**src/rtl/neuron_op_engine_pkg.sv**
```systemverilog
// Shared definitions for the neuron operation engine and its control-register block.
// Holds the FSM encoding, activation codes, the Q8.8 format and register addresses.
package neuron_op_engine_pkg;

  localparam int DATA_W_DEF    = 16;
  localparam int FRAC_BITS_DEF = 8;
  localparam int ACC_W_DEF     = 40;

  typedef enum logic [2:0] {
    IDLE  = 3'd0,
    S_IDX = 3'd1,
    S_WGT = 3'd2,
    S_INP = 3'd3,
    S_MAC = 3'd4,
    S_ACT = 3'd5,
    S_WR  = 3'd6
  } opState_t;

  typedef enum logic [1:0] {
    ACT_ID    = 2'd0,
    ACT_RELU  = 2'd1,
    ACT_STEP  = 2'd2,
    ACT_CLAMP = 2'd3
  } actSel_t;

  localparam logic [15:0] ONE_Q88 = 16'h0100;

  // Register map seen by the control-register block on the cache side.
  localparam logic [15:0] REG_OFFSET       = 16'h8000;
  localparam logic [15:0] REG_INDEX_OFFSET = 16'h8001;
  localparam logic [15:0] REG_WEIGHT_OFF   = 16'h8002;
  localparam logic [15:0] REG_NUM_OPS      = 16'h8003;
  localparam logic [15:0] REG_DEST         = 16'h8004;
  localparam logic [15:0] REG_ACT_SEL      = 16'h8005;

endpackage

```
**src/rtl/neuron_op_engine_activation_unit.sv**
```systemverilog
// Combinational activation: rescale the accumulator out of the product format,
// saturate to the signed data range, then apply the selected nonlinearity.
module activation_unit
  import neuron_op_engine_pkg::*;
#(
  parameter int DATA_W    = DATA_W_DEF,
  parameter int FRAC_BITS = FRAC_BITS_DEF,
  parameter int ACC_W     = ACC_W_DEF
) (
  input  logic signed [ACC_W-1:0]  acc,
  input  logic        [1:0]        actFuncSel,
  output logic        [DATA_W-1:0] result
);

  localparam logic signed [ACC_W-1:0] MAX_V = {{(ACC_W-DATA_W+1){1'b0}}, {(DATA_W-1){1'b1}}};
  localparam logic signed [ACC_W-1:0] MIN_V = {{(ACC_W-DATA_W+1){1'b1}}, {(DATA_W-1){1'b0}}};
  localparam logic [DATA_W-1:0] ONE = DATA_W'(ONE_Q88);

  logic signed [ACC_W-1:0] shifted;
  logic        [DATA_W-1:0] scaled;
  logic                     isNeg;
  logic                     isZero;

  assign shifted = acc >>> FRAC_BITS;

  always_comb begin
    scaled = shifted[DATA_W-1:0];
    if (shifted > MAX_V) begin
      scaled = {1'b0, {(DATA_W-1){1'b1}}};
    end else if (shifted < MIN_V) begin
      scaled = {1'b1, {(DATA_W-1){1'b0}}};
    end
  end

  assign isNeg  = scaled[DATA_W-1];
  assign isZero = (scaled == '0);

  always_comb begin
    result = scaled;
    case (actSel_t'(actFuncSel))
      ACT_ID:    result = scaled;
      ACT_RELU:  result = isNeg ? '0 : scaled;
      ACT_STEP:  result = (!isNeg && !isZero) ? ONE : '0;
      ACT_CLAMP: begin
        if (isNeg) begin
          result = '0;
        end else if (scaled > ONE) begin
          result = ONE;
        end else begin
          result = scaled;
        end
      end
      default:   result = scaled;
    endcase
  end

endmodule

```
**src/rtl/neuron_op_engine.sv**
```systemverilog
// Neuron operation engine: gathers N indexed inputs and weights, accumulates the
// Q8.8 dot product, applies an activation and writes one result word to memory.
module neuron_op_engine
  import neuron_op_engine_pkg::*;
#(
  parameter int DATA_W    = DATA_W_DEF,
  parameter int FRAC_BITS = FRAC_BITS_DEF,
  parameter int ACC_W     = ACC_W_DEF
) (
  input  logic              clk,
  input  logic              rst,
  input  logic              beginOp,
  output logic              readyForNextOp,
  output logic              critical,
  input  logic [DATA_W-1:0] offsetReg,
  input  logic [DATA_W-1:0] indexOffsetReg,
  input  logic [DATA_W-1:0] weightOffsetReg,
  input  logic [DATA_W-1:0] numOpsReg,
  input  logic [DATA_W-1:0] destReg,
  input  logic [1:0]        actFuncSelReg,
  output logic [DATA_W-1:0] memAddr,
  output logic [DATA_W-1:0] memWrData,
  input  logic [DATA_W-1:0] memRdData,
  output logic              memWE
);

  opState_t state, nextState;

  logic [DATA_W-1:0] offsetQ, indexOffsetQ, weightOffsetQ, numOpsQ, destQ;
  logic [1:0]        actSelQ;

  logic signed [ACC_W-1:0]    acc;
  logic        [DATA_W-1:0]   i;
  logic        [DATA_W-1:0]   iNext;
  logic        [DATA_W-1:0]   idxReg;
  logic        [DATA_W-1:0]   wReg;
  logic        [DATA_W-1:0]   result;
  logic        [DATA_W-1:0]   actOut;
  logic signed [2*DATA_W-1:0] prod;
  logic signed [ACC_W-1:0]    prodExt;

  assign iNext   = i + DATA_W'(1);
  assign prod    = $signed(wReg) * $signed(memRdData);
  assign prodExt = {{(ACC_W-2*DATA_W){prod[2*DATA_W-1]}}, prod};

  activation_unit #(
    .DATA_W    (DATA_W),
    .FRAC_BITS (FRAC_BITS),
    .ACC_W     (ACC_W)
  ) uAct (
    .acc        (acc),
    .actFuncSel (actSelQ),
    .result     (actOut)
  );

  always_ff @(posedge clk or posedge rst) begin
    if (rst) begin
      state <= IDLE;
    end else begin
      state <= nextState;
    end
  end

  always_comb begin
    nextState = state;
    case (state)
      IDLE:    if (beginOp) nextState = (numOpsReg == '0) ? S_ACT : S_IDX;
      S_IDX:   nextState = S_WGT;
      S_WGT:   nextState = S_INP;
      S_INP:   nextState = S_MAC;
      S_MAC:   nextState = (iNext == numOpsQ) ? S_ACT : S_IDX;
      S_ACT:   nextState = S_WR;
      S_WR:    nextState = IDLE;
      default: nextState = IDLE;
    endcase
  end

  // Addresses are presented combinationally so the synchronous read returns
  // the word in the following state.
  always_comb begin
    readyForNextOp = (state == IDLE);
    critical       = (state != IDLE);
    memAddr        = '0;
    memWrData      = '0;
    memWE          = 1'b0;
    case (state)
      S_IDX: memAddr = indexOffsetQ + i;
      S_WGT: memAddr = weightOffsetQ + i;
      S_INP: memAddr = offsetQ + idxReg;
      S_WR: begin
        memAddr   = destQ;
        memWrData = result;
        memWE     = 1'b1;
      end
      default: ;
    endcase
  end

  always_ff @(posedge clk or posedge rst) begin
    if (rst) begin
      offsetQ       <= '0;
      indexOffsetQ  <= '0;
      weightOffsetQ <= '0;
      numOpsQ       <= '0;
      destQ         <= '0;
      actSelQ       <= '0;
      acc           <= '0;
      i             <= '0;
      idxReg        <= '0;
      wReg          <= '0;
      result        <= '0;
    end else begin
      case (state)
        IDLE: begin
          if (beginOp) begin
            offsetQ       <= offsetReg;
            indexOffsetQ  <= indexOffsetReg;
            weightOffsetQ <= weightOffsetReg;
            numOpsQ       <= numOpsReg;
            destQ         <= destReg;
            actSelQ       <= actFuncSelReg;
            acc           <= '0;
            i             <= '0;
          end
        end
        S_WGT: idxReg <= memRdData;
        S_INP: wReg   <= memRdData;
        S_MAC: begin
          acc <= acc + prodExt;
          i   <= iNext;
        end
        S_ACT: result <= actOut;
        default: ;
      endcase
    end
  end

endmodule

```
**config.mk**
```make
export PLATFORM = sky130hd
export DESIGN_NAME = neuron_op_engine
export DESIGN_NICKNAME = d
export VERILOG_FILES = /design/src/rtl/neuron_op_engine_pkg.sv /design/src/rtl/neuron_op_engine_activation_unit.sv /design/src/rtl/neuron_op_engine.sv
export SDC_FILE = /design/constraint.sdc
export NUM_CORES = 1
export LEC_CHECK = 0
export CORE_UTILIZATION = 35
export DETAILED_ROUTE_END_ITERATION = 12
export SYNTH_ARGS = -nofsm -noshare
export SYNTH_HDL_FRONTEND = slang
export SYNTH_SLANG_ARGS = --single-unit
```
**constraint.sdc**
```tcl
create_clock -name clk -period 9.4 [get_ports clk]
set_clock_uncertainty 0.05 [all_clocks]
set_input_delay 1.41 -clock clk [delete_from_list [all_inputs] [get_ports clk]]
set_output_delay 1.41 -clock clk [all_outputs]
set_load 0.005 [all_outputs]
```
== Word level (Yosys, flattened, before mapping) ==
Index checks and enable logic that the tools add are counted.
Operators by class
  muxes and demuxes: 18
  add/subtract/negate cells: 5
  bitwise logic cells: 0
  reduce and logical (&&, ||, !) cells: 11
  eq/ne operators: 11
  shift-type cells: 0
  multiply operators: 1
  magnitude comparators: 3
  divide/modulo/power cells: 0
Operator list (number)
  $pmux W16 S4: 2
  $mux W16: 5
  $pmux W40 S2: 1
  $add A16 B16 Y16: 3
  $add A40 B32 Y40: 1
  $mux W40: 1
  $gt A32 B16 Y1 const B: 1
  $logic_not A16 Y1: 2
  $lt A32 B16 Y1 const B: 1
  $mul A16 B16 Y32: 1
  $pmux W16 S2: 1
  $mux W15: 2
  $pmux W3 S6: 1
  $add A16 B1 Y16 const B: 1
  $eq A16 B16 Y1: 1
  $gt A16 B9 Y1 const B: 1
  $eq A3 B3 Y1 const B: 3
  $mux W3: 3
  $mux W9: 1
  $eq A3 B2 Y1 const B: 2
  $eq A2 B2 Y1 const B: 2
  $reduce_and A2 Y1: 2
  $eq A3 B1 Y1 const B: 1
  $logic_not A3 Y1: 1
  8 further kinds: 9
Storage, ports and cells
  latch bits: 0
  flip-flop bits (word level): 189
  input port bits: 101
  logic and storage cells: 61
  memories: 0
  RAM bits: 0
  memory bits (read-only): 0

== Logic depth before layout (Yosys ltp) ==
Gate-level depths: netlist (run 1).
  word-level depth: 8
  gate-level depth with buffers: 25
  depth with buffers taken out: 23

== Cells and area by module ==
A second synthesis (run 1) with hierarchy kept.
Second synthesis, totals
  cells, all modules: 2467
  area, all modules: 22430.3 sq um
Modules (own cells, without submodules)
  neuron_op_engine: sequential area each 4729.5 sq um, cells each 2405, instances 1, area an instance 22016.1 sq um
  activation_unit: sequential area each 0.0 sq um, cells each 62, instances 1, area an instance 414.1 sq um

== Least setup slack after synthesis (run 1) ==
No wires, ideal clock.
  path kind: in2reg
  start: in memRdData[9]
  end: reg acc[36]
  arrival: 7352 ps
  path slack: 1877 ps
  library setup time: 122 ps
  stages: 22
  cells stage by stage: clkbuf_1 > clkbuf_1 > nand2_1 > fa_1 > inv_1 > fa_1 > fa_1 > fa_1 > fa_1 > inv_1 > fa_1 > inv_1 > ha_1 > and3_1 > and2_1 > nand4bb_1 > a311oi_2 > a41oi_2 > a211oi_2 > o31ai_1 > a21o_1 > a32o_1
On the way
  cells in the longest elaborated chain, start to end: 3
RTL lines
  start, declared: line neuron_op_engine.sv:23  | input logic [DATA_W-1:0] memRdData,
  $mul A16 B16 Y32: line neuron_op_engine.sv:43  | assign prod = $signed(wReg) * $signed(memRdData);
  $add A40 B32 Y40: line neuron_op_engine.sv:129  | acc <= acc + prodExt;
  $pmux W40 S2: line neuron_op_engine.sv:113  | case (state)
  end signal, assigned: line neuron_op_engine.sv:129
  end, declared: line neuron_op_engine.sv:32  | logic signed [ACC_W-1:0] acc;
Every way passes these cells.
A chain may end at the register's enable or synchronous reset.

== Worst setup path in the final report (run 1) ==
  start: in memRdData[15]
  end: reg acc[36]
Same word-level chain as after synthesis.

==> results of run 1 <==
==> state kept, by name, summed over array words and instances, names as in the netlist <==
name,count
offsetQ,16
indexOffsetQ,16
wReg,16
actSelQ,2
i,16
destQ,16
result,16
idxReg,16
weightOffsetQ,16
numOpsQ,16
state,3
acc,40
==> final timing paths <==
kind,slack (ps),endpoint,start,depth (start not counted)
max,920,acc[36]$_DFFE_PP0P_,memRdData[15],21
min,430,weightOffsetQ[7]$_DFFE_PP0P_,weightOffsetQ[7]$_DFFE_PP0P_,2
max reg2reg,2150,acc[36]$_DFFE_PP0P_,wReg[9]$_DFFE_PP0P_,22
min reg2reg,430,weightOffsetQ[7]$_DFFE_PP0P_,weightOffsetQ[7]$_DFFE_PP0P_,2
max in group asynchronous,6290,wReg[1]$_DFFE_PP0P_,rst,3
min in group asynchronous,1430,numOpsQ[15]$_DFFE_PP0P_,rst,2
==> synth_stat cells, types with 5 or more instances <==
cell type,number
a21o_1,24
nor4_1,11
o21ai_0,127
o21a_1,9
xor2_1,36
o31ai_1,11
nor3_1,8
and2_1,140
inv_1,423
a211oi_1,12
ha_1,146
nand3_1,55
a31oi_1,14
nor2_1,80
a21boi_0,5
clkbuf_1,94
nand2b_1,14
nor3b_1,5
fa_1,332
dfrtp_1,189
o21bai_1,8
or3_1,10
nand2_1,450
nor2b_1,5
a221o_1,5
mux2_2,47
xnor2_1,47
and3_1,9
a21oi_1,50
nand4_1,9
==> metrics by stage <==
| stage | hold WS (ps) | instances | worst slack, ps |
|---|---|---|---|
| CTS | 427.7 | 3379 | 946.3 |
| detailed placement | 406.4 | 3348 | 478.3 |
| floorplan | 387.4 | 2445 | 1877 |
| global route | 444.9 | 3379 | 531.6 |
| global placement | 403.1 | 3348 | 642.1 |
| finish | 426.3 | 3379 | 918.8 |
==> cells by family (layout without fill, tap and decap cells) <==
| logic type | count (synthesis) | in the layout | synth area share, % |
|---|---|---|---|
| buf+inv | 521 | 618 | 8.820 |
| simple gates | 811 | 811 | 16.70 |
| flops | 189 | 189 | 21.33 |
| fa+ha+maj | 478 | 478 | 38.21 |
| compound gates | 313 | 313 | 9.131 |
| xor+xnor | 83 | 83 | 3.279 |
| mux | 50 | 50 | 2.522 |
==> cell type report <==
type	count	area [µm²]
clock inverter	13	142.6
tap	837	1047
inverter	425	1603
fill	6197	37140
sequential	189	4730
timing repair buffer	162	1554
clock buffer	18	439.2
multi-input combinational	1735	15510
==> worst max-delay path, delay by kind of cell <==
kind / cells / cell delay (ps)
AND/OR/NAND/NOR: 4 / 1000
adder cells (fa/ha/maj): 7 / 3500
buffers and inverters: 4 / 1260
AO/OA/AOI/OAI: 6 / 1610
==> routing by layer <==
| layer | wire (µm) | track usage [%] | vias up | share of wire (%) |
|---|---|---|---|---|
| li1 | - | - | 7823 | - |
| met1 | 27260 | 26.83 | 8428 | 46 |
| met2 | 28440 | 32.20 | 363 | 48 |
| met3 | 2767 | 3.319 | 64 | 4.6 |
| met4 | 1250 | 4.836 | 4 | 2.1 |
| met5 | 27 | 0 | - | 0.045 |
==> results.md, run 1 <==
- Mean area per synthesized cell: 9.069 µm²
- First-pass GRT wire length: 98.38 mm
- Unique cell type count in the Yosys netlist: 72
- Total GRT Usage: 19.61%
- Status: finished, final reports clean
- # DRC: 0
- Async set-reset flop share out of synthesis: 100.0%
- Num CTS Buffers: 17
- Vias: 16682
- CP Class: primary input to register
- Worst min-delay path class: register to register
- Period utilization: 90.23%
- GRT overflow: 0
- CP Data Required Time: 9710 ps
- # Max-Cap Violations: 0
- Max-slew violation count: 0
- Top cell type's share of synthesized area: 29.98%
- Syn Inst Count: 2445
- Routed len/inst: 17.68 µm
- Most frequent cells in the layout: 449 x nand2_1, 422 x inv_1, 332 x fa_1, 189 x dfrtp_1, 146 x ha_1
- Post-CTS Hold Buffers: 0
- Clk root buf: clkbuf_16
- Clk_lat worst skew: 470 ps
- Post-CTS setup buffer count: 0
- Initial antenna violation count: 2
- Post-cts sizing count: 0
- Area Growth Syn to Fin: 12.87%
- Syn Std Cell Area: 0.02217 mm²
- Drt pass-1 iters: 5
- IO Pins: 136
- Vias in the first global route: 17906
- Crit path cell chain: clkdlybuf4s50_1, clkinv_1, nor2_1, fa_1, fa_1, fa_1, fa_1, fa_1, inv_1, fa_1, inv_1, ha_1, and3_1, and2_1, nand4bb_1, a311oi_2, a41oi_2, a211oi_2, o31ai_1, a21o_1, a32o_1
- CP max-delay cell: clkinv_1
- Top post-synthesis cells by area: fa_1 30%, dfrtp_1 21%, ha_1 8.2%, nand2_1 7.6%, inv_1 7.2%
- Rows: 91
- Final Core Density: 40.25%
- Total negative setup slack: 0 ps
- Largest net degree at the start of global routing: 116
- # diodes: 0
- Clock buffer depth: 2
- HPWL Detailed: 47.67 mm
- Vias per cell: 4.937
- Number of enable flip-flop cells after synthesis: 0
- Final setup fails: 0
- DRT Wirelength: 59.74 mm
- Final net count: 3109
- Final Hold Fails: 0
- Sequential element share of the synthesized area: 21.33%
- ANT nets after route: 0
- Slowest stage delay, CP: 610 ps
- Ys Warns: 0
- Design area: 0.02503 mm²
- Slew of the pin with the lowest slew margin: 1149 ps
- First DRT Iteration DRCs: 961
- Share of post-route cells with drive strength above 1: 4.917%
- Fin crit period: 8481 ps
- Starting Density: 35.67%
- Die area: 0.06436 mm²
- WP data arrival: 8790 ps
- Clk sink count: 189
- Fmax: 117.9 MHz
- Largest area contributor in the netlist: fa_1
- Htree depth: 4
- Dominant synthesized flop cell: dfrtp_1
- Reg clk slew, reported paths: 80 ps
- Syn_nets: 3024
- Startpoint types: primary input
- Crit-path most repeated cell: fa_1
- Worst Setup End Kind: register
- Synth Register Bits: 189
- Core area: 0.06217 mm²
- Unrepaired setup endpoints after global routing: false
- Chip height: 253.7 µm
- # port buffers: 135
- Crit Path Max Fanout: 17
- Dpl cell area: 0.02444 mm²
- Most common cell after layout, fill and taps aside: nand2_1
- Die X: 253.7 µm
- Gpl congestion: 0.8729
- TritonCTS clock tree: done
- Rel. slew slack: 23.14%
Power of run 1 is left out: the tool's default activity adds up to more than one toggle a clock period on the data nets, which glitch-free logic cannot reach.
==> run 2: changes to the inputs <==
--- a/config.mk
+++ b/config.mk
@@ -5,8 +5,10 @@
 export SDC_FILE = /design/constraint.sdc
 export NUM_CORES = 1
 export LEC_CHECK = 0
-export CORE_UTILIZATION = 35
+export CORE_UTILIZATION = 62
 export DETAILED_ROUTE_END_ITERATION = 12
+export PLACE_DENSITY = 0.83
+export SETUP_SLACK_MARGIN = 0.1
 export SYNTH_ARGS = -nofsm -noshare
 export SYNTH_HDL_FRONTEND = slang
 export SYNTH_SLANG_ARGS = --single-unit
==> results.md, run 2 (synthesis gave the netlist of run 1 again) <==
- Area Growth Syn to Fin: 10.59%
- Clk_lat worst skew: 470 ps (about the same)
- Initial antenna violation count: 0 (-2)
- Total GRT Usage: 33.41% (+14 points)
- Vias in the first global route: 18142 (+1.3%)
- Gpl congestion: 0.9540 (+9.3%)
- Crit-path most repeated cell: fa_1
- Crit Path Max Fanout: 18 (+1)
- Most common cell after layout, fill and taps aside: nand2_1
- Total area of sequential cells: 0.004730 mm² (unchanged)
- Slew of the pin with the lowest slew margin: 1120 ps (-29.17 ps)
- First DRT Iteration DRCs: 1397 (+45%)
- Drt pass-1 iters: 5 (unchanged)
- Core area: 0.03488 mm² (-44%)
- Worst Reg2Reg Path Length in Cells: 22 (unchanged)
- Multi-input logic area: 0.01550 mm² (about the same)
- Worst hold start: weightOffsetQ[4]$_DFFE_PP0P_
- Largest net degree at the start of global routing: 125 (+7.8%)
- ANT nets after route: 0 (unchanged)
- CP Class: primary input to register
- Routed len/inst: 18.93 µm (+7.1%)
- WP data arrival: 8700 ps (-90 ps)
- Clock buffer depth: 2 (unchanged)
- # port buffers: 135 (unchanged)
- Vias: 17359 (+4.1%)
- Clk sink count: 189 (unchanged)
- Total negative setup slack: 0 ps (unchanged)
- Worst r2r src: wReg[9]$_DFFE_PP0P_
- Biggest register: acc
- Clk root buf: clkbuf_16
- Unrepaired setup endpoints after global routing: false
- Hold path endpoint: weightOffsetQ[4]$_DFFE_PP0P_
- CP max-delay cell: clkdlybuf4s50_1
- Die X: 191.1 µm (-25%)
- Final net count: 3103 (-0.19%)
- Post-cts sizing count: 0 (unchanged)
- FF-to-FF End: acc[36]$_DFFE_PP0P_
- Share of post-route cells with drive strength above 1: 4.730% (-0.19 points)
- Htree depth: 4 (unchanged)
- Fin crit period: 8409 ps (-72.19 ps)
- GRT overflow: 0 (unchanged)
- Final Hold Fails: 0 (unchanged)
- Vias per cell: 5.802 (+18%)
- TritonCTS clock tree: done
- IO Pins: 136 (unchanged)
- DRT Wirelength: 56.65 mm (-5.2%)
- # diodes: 0 (unchanged)
- Max-slew violation count: 0 (unchanged)
- Rel. slew slack: 25.36% (+2.2 points)
- Worst min-delay path class: register to register
- CP Data Required Time: 9690 ps (-20 ps)
- # DRC: 0 (unchanged)
- Final setup fails: 0 (unchanged)
- First-pass GRT wire length: 94.23 mm (-4.2%)
- Starting Density: 63.56% (+28 points)
- Chip height: 191.1 µm (-25%)
- Max reg flops: 40 (unchanged)
- # Max-Cap Violations: 0 (unchanged)
- Critical path's top delay family: adder cells
- Num CTS Buffers: 17 (unchanged)
- HPWL Detailed: 43.57 mm (-8.6%)
- Crit path cell chain: clkdlybuf4s50_1, nand2_1, fa_1, inv_1, fa_1, fa_1, fa_1, fa_1, inv_1, fa_1, inv_1, ha_1, and3_1, and2_1, nand4bb_1, a311oi_2, a41oi_2, a211oi_2, o31ai_1, a21o_1, a32o_1
- Worst Setup End Kind: register
- Period utilization: 89.46% (-0.77 points)
- Die area: 0.03652 mm² (-43%)
- Fmax: 118.9 MHz (+0.86%)
- Most frequent cells in the layout: 449 x nand2_1, 422 x inv_1, 332 x fa_1, 189 x dfrtp_1, 146 x ha_1
- Fillers: 2642 (-57%)
- Post-CTS Hold Buffers: 0 (unchanged)
- Post-CTS setup buffer count: 0 (unchanged)
- Status: finished, final reports clean
- Flop2flop setup slack: 2150 ps (about the same)
- Reg clk slew, reported paths: 80 ps (about the same)
- Hold Path Cell Cnt: 2 (unchanged)
- Startpoint types: primary input
- Rows: 68 (-25%)
- Slowest stage delay, CP: 1100 ps (+490 ps)
- Crit path buf inv count: 4 (unchanged)
[run 2: changes by cell type in the layout (fill, tap and decap cells not counted), sizes merged]
cell	delta
buf	-6
clkinvlp	+1
clkinv	-1
inv	+2
clkbuf	-1
[run 2: how the worst max path moves through the flow]
stage,from,end,cells after the start
detailed placement,memRdData[11],acc[36]$_DFFE_PP0P_,22
finish,memRdData[8],acc[36]$_DFFE_PP0P_,21
CTS,memRdData[8],acc[36]$_DFFE_PP0P_,21
global placement,memRdData[11],acc[36]$_DFFE_PP0P_,22
global route,memRdData[8],acc[38]$_DFFE_PP0P_,21
floorplan,memRdData[9],acc[36]$_DFFE_PP0P_,22
[run 2: layout make-up]
cell class                      count  area share (%)
Clock buffer                       17           1.735
Clock inverter                     15          0.7348
Sequential cell                   189           19.29
Inverter                          425           6.537
Multi-Input combinational cell   1735           63.23
Tap cell                          455           2.322
Timing Repair Buffer              156           6.154
[run 2: tightest hold or removal path, stage by stage, from the launching register on]
cell	delay (ps)
dfrtp_1	340
nand2_1	50
nand2_1	50
[run 2: metrics by stage]
step	setup slack [ps]	hold WS (ps)	util, %	instance area [µm²]	std cells
after floorplan	1877	387.4	-	22170	2445
after global placement	751.6	402.7	68.55	23910	2960
after detailed placement	666.8	407.9	68.55	23910	2960
after CTS	1111	427.2	70.29	24520	2992
after global routing	717.2	446.8	70.29	24520	2992
final	991.0	422.2	70.29	24520	2992
[run 2: routing by layer]
layer  global-route usage, %  vias to the layer above  routed length [µm]  part of all wire (%)
met4                   12.94                        0                2140                   3.8
met3                   4.773                      122                3765                   6.6
met1                   45.06                     8700               23090                    41
met5                       0                        -                   0                     0
met2                   54.81                      721               27650                    49
li1                        -                     7816                   -                     -
Power of run 2 is left out for the same reason.
